$ cat src/rtl/instr_fetch_unit.sv
// rtl/instr_fetch_unit.sv - RISC-V instruction fetch: PC, single-outstanding imem handshake, in-order queue
module instr_fetch_unit #(
  parameter logic [31:0] RESET_PC = 32'h0000_0000,
  parameter int          DEPTH    = 2
) (
  input  logic        clk,
  input  logic        rst_n,
  output logic        imem_req,
  output logic [31:0] imem_addr,
  input  logic        imem_gnt,
  input  logic        imem_rvalid,
  input  logic [31:0] imem_rdata,
  input  logic        redirect,
  input  logic [31:0] redirect_pc,
  output logic        instr_valid,
  output logic [31:0] instr,
  output logic [31:0] instr_pc,
  output logic [31:0] instr_pc_plus4,
  input  logic        instr_ready
);
  localparam int PW = $clog2(DEPTH);
  localparam int CW = $clog2(DEPTH + 1);

  typedef enum logic [1:0] {S_REQ, S_WAIT, S_DROP} state_t;

  state_t          state, state_nxt;
  logic [31:0]     fetch_pc;
  logic [PW-1:0]   rd_ptr, wr_ptr;
  logic [CW-1:0]   count;
  logic [31:0]     q_instr [DEPTH];
  logic [31:0]     q_pc    [DEPTH];
  logic            push, pop, granted;

  assign imem_addr   = fetch_pc;
  assign instr_valid = (count != '0);
  assign push        = (state == S_WAIT) && imem_rvalid && !redirect;
  assign pop         = instr_valid && instr_ready && !redirect;
  assign granted     = imem_req && imem_gnt;

  // Request only when idle, with queue room, and not being redirected.
  always_comb begin
    state_nxt = state;
    imem_req  = 1'b0;
    case (state)
      S_REQ: begin
        imem_req = rst_n && (count < CW'(DEPTH)) && !redirect;
        if (imem_req && imem_gnt) state_nxt = S_WAIT;
      end
      S_WAIT: begin
        if (imem_rvalid)   state_nxt = S_REQ;
        else if (redirect) state_nxt = S_DROP;
      end
      S_DROP: begin
        if (imem_rvalid) state_nxt = S_REQ;
      end
      default: state_nxt = S_REQ;
    endcase
  end

  always_ff @(posedge clk or negedge rst_n) begin
    if (!rst_n) begin
      state    <= S_REQ;
      fetch_pc <= RESET_PC;
      rd_ptr   <= '0;
      wr_ptr   <= '0;
      count    <= '0;
    end else begin
      state <= state_nxt;
      if (redirect) begin
        fetch_pc <= {redirect_pc[31:2], 2'b00};
        rd_ptr   <= '0;
        wr_ptr   <= '0;
        count    <= '0;
      end else begin
        if (granted) fetch_pc <= fetch_pc + 32'd4;
        if (push) wr_ptr <= (wr_ptr == PW'(DEPTH - 1)) ? '0 : wr_ptr + 1'b1;
        if (pop)  rd_ptr <= (rd_ptr == PW'(DEPTH - 1)) ? '0 : rd_ptr + 1'b1;
        if (push && !pop)      count <= count + 1'b1;
        else if (pop && !push) count <= count - 1'b1;
      end
    end
  end

  // fetch_pc already advanced at grant, so the response belongs to fetch_pc-4.
  always_ff @(posedge clk) begin
    if (push) begin
      q_instr[wr_ptr] <= imem_rdata;
      q_pc[wr_ptr]    <= fetch_pc - 32'd4;
    end
  end

  assign instr          = instr_valid ? q_instr[rd_ptr] : 32'h0;
  assign instr_pc       = instr_valid ? q_pc[rd_ptr] : 32'h0;
  assign instr_pc_plus4 = instr_valid ? q_pc[rd_ptr] + 32'd4 : 32'h0;

endmodule
$ cat config.mk
export PLATFORM = sky130hd
export DESIGN_NAME = instr_fetch_unit
export DESIGN_NICKNAME = d
export VERILOG_FILES = /design/src/rtl/instr_fetch_unit.sv
export SDC_FILE = /design/constraint.sdc
export NUM_CORES = 1
export LEC_CHECK = 0
export CORE_MARGIN = 8
export CORE_UTILIZATION = 51
export CTS_CLUSTER_DIAMETER = 40
export DETAILED_ROUTE_END_ITERATION = 10
export GPL_TIMING_DRIVEN = 0
export PLACE_DENSITY = 0.85
export SKIP_CTS_REPAIR_TIMING = 1
export SLEW_MARGIN = 0
export SYNTH_ARGS = -nofsm -noshare
export SYNTH_HDL_FRONTEND = slang
export SYNTH_SLANG_ARGS = --single-unit
$ cat constraint.sdc
create_clock -name clk -period 7.6 [get_ports clk]
set_input_delay 0.76 -clock clk [delete_from_list [all_inputs] [get_ports clk]]
set_output_delay 0.76 -clock clk [all_outputs]
set_load 0.02 [all_outputs]
==> results_dict.tcl <==
set metrics [dict create \
    finished_core_util 0.689 \
    detail_route.vias_per_cell 5.57 \
    synthCells 742 \
    synth.top_cell.area_share 0.442 \
    drt_pre_antenna_iters 5 \
    starting_density_of_the_core 0.515 \
    fp.dieArea_mm2 0.0209 \
    power-per-cell-area_mw_per_mm2 183 \
    fp.dieH_um 144 \
    yosys.area.top_type "edfxtp_1" \
    cts.reportedPaths.clkPinSlew_ns 0.06 \
    rsz_0062_raised_after_global_routing "no" \
    minimum_clock_period_after_layout_ns 5.40 \
    clock-root-buffer "clkbuf_16" \
    async_reset_ff_frac 0.225 \
    yosysSeqAreaShare 0.549 \
    clock-sinks 160 \
    final.hold.worst_slack_ns 0.439 \
    worstSetupPathType "reg2out" \
    portBuffers 190 \
    antenna_found_initial 0 \
    run_status "finished clean" \
    cell_count_after_placement 1167 \
    grt_pass1_vias 6833 \
    post_layout_nonfiller_instances 1198 \
    wl_per_cell_um 19.4 \
    drt_first_iter_violations 412 \
    yosysWarningCount 0 \
    synthTopCellsByArea "edfxtp_1, dfrtp_1, mux2i_1, nor2_1, xor2_1" \
    global_placement_routability_congestion 0.877 \
    post_layout_worst_setup_margin_ns 2.20 \
    crit_arrival_ns 4.64 \
    routed_wl_um 23300 \
    floorplan.die.width_um 144 \
    timing.fmax_mhz 185 \
    grt_max_degree 39 \
    post-place-ws_ns 2.63 \
    maxSlewHeadroom 0.350 \
    crit_fanout 10 \
    n_fill_cell 1219 \
    syn2layout_area_growth_pct 33.8 \
    timing.hold.worst.class "in2async" \
    synth_cell_type_count 64 \
    num_vias 6674 \
    maxCapViolCount 0 \
    leakage_nw 3.83 \
    cts_buffer_count 17 \
    finClkSkew_ns 0.0108 \
    number_of_enable_flip_flop_cells_after_synthesis 124 \
    cts_buffer_depth 2 \
    dominantRegCellSynth "edfxtp_1" \
    antenna_cells_inserted 0 \
    setup_violations 0 \
    multiInputGateArea_mm2 0.00352 \
    drt.antenna.violating_nets 0 \
    core.rowCount 47 \
    ctsHtreeMaxLevel 4 \
    clk_latency_ns 0.43 \
    wire_length_of_the_first_global_routing_pass_um 36400 \
    final_common_cell "clkdlybuf4s50_1" \
    ir_worst_vdd_uv 167 \
    mostFrequentLayoutCells "clkdlybuf4s50_1, edfxtp_1, nor2_1" \
    place_hpwl_um 17900 \
    design.portCount 200 \
    grtUsageTotal 0.228 \
    start_kind "flop" \
    grt_overflow_total 0 \
    area.sequential_mm2 0.00462 \
    cts_tree "yes" \
    design.core.area_mm2 0.0163 \
    synth_seq_cells 160 \
    slew_violations 0 \
    final_net_count 1039 \
    timing.final.hold_violations 0 \
    end_kind "output port" \
    post_synth_instance_area_mm2 0.00842 \
    postSynthAreaPerCell_um2 11.3 \
    drive_gt1_frac 0.100 \
    period_share 0.710 \
    worst-endpoint-required_ns 6.84 \
    drc_violation_count_after_routing 0 \
    worst_slew_pin_slew_ns 0.970 \
]
area by class of cell:
class                      instances  area share
buffer                            53      0.0248
clock buffer                      18      0.0381
tap                              220      0.0244
multi-input combinational        528       0.313
clock inverter                    13     0.00866
timing repair buffer             200       0.179
inverter                           6     0.00200
sequential                       160       0.410
synthesized netlist by cell type, drive strengths merged, types with 4 or more instances:
cell and number:
a21oi 14, a22oi 4, and2 12, buf 30, clkbuf 23, dfrtp 36, edfxtp 124, inv 5
mux2 10, mux2i 58, nand2 60, nand3 32, nand3b 10, nand4 24, nand4b 7, nor2 104
nor2b 6, nor3 25, nor3b 8, nor4 12, o211ai 7, o21ai 27, o311ai 7, or4 4
xnor2 25, xor2 34
worst max-delay path: stages, from the launching register on:
cell	delay, ns
dfrtp_1	0.40
buf_4	0.22
buf_4	0.20
buf_2	0.32
buf_2	0.37
mux2_2	0.24
ha_1	0.28
nand4b_1	0.19
a221oi_4	0.54
nand4_1	0.35
o21ai_0	0.22
nor3b_1	0.23
clkdlybuf4s50_1	0.65
logic make-up (layout without fill, tap and decap cells):
logic type                 count (synthesis)  in the layout  synth area share
muxes                                     68             68            0.0823
and+or+nand+nor                          316            316             0.204
other                                      1              6          0.000445
xor gates and xnor gates                  59             59            0.0614
buffers and inverters                     59            290            0.0358
DFF                                      160            160             0.549
adders and majority gates                  3              3           0.00446
AOI/OAI and AO/OA                         76             76            0.0618
worst paths after layout:
kind | startpoint | to | slack [ns] | depth (start not counted)
worst max-delay path | rd_ptr | instr_pc_plus4[30] | 2.20 | 12
worst min-delay path | rst_n | state[0] | 0.44 | 1
worst max register to register | state[1] | q_instr[0][19] | 4.93 | 7
worst min register to register | state[1] | state[0] | 0.49 | 1
max in group asynchronous | rst_n | imem_addr[20] | 6.59 | 1
min in group clk | state[1] | state[0] | 0.49 | 1
metal layers:
layer	part of all wire	up-vias	track usage
li1	-	3139	-
met1	0.40	3200	0.272
met5	0	-	0
met2	0.48	303	0.383
met4	0.015	0	0.0728
met3	0.10	32	0.0716
registers in the layout (all words and copies together) (netlist names):
signal and flops:
state 2, wr_ptr 1, rd_ptr 1, imem_addr 30
q_pc 60, count 2, q_instr 64
where the power goes:
part / internal [mW] / leakage (nW) / switching [mW]
clock network: 0.441 / 0.246 / 0.327
logic: 0.128 / 2.01 / 0.163
registers: 0.975 / 1.57 / 0.0232
stage by stage:
| step | TNS, ns | power, mW | instance area [um^2] |
|---|---|---|---|
| floorplan | 0 | 1.17 | 8440 |
| global placement | -139.08 | 1.30 | 10600 |
| detailed placement | 0 | 1.30 | 10700 |
| CTS | 0 | 2.06 | 11300 |
| global route | 0 | 2.13 | 11300 |
| finish | 0 | 2.06 | 11300 |
(Power assumes the default switching activity.)
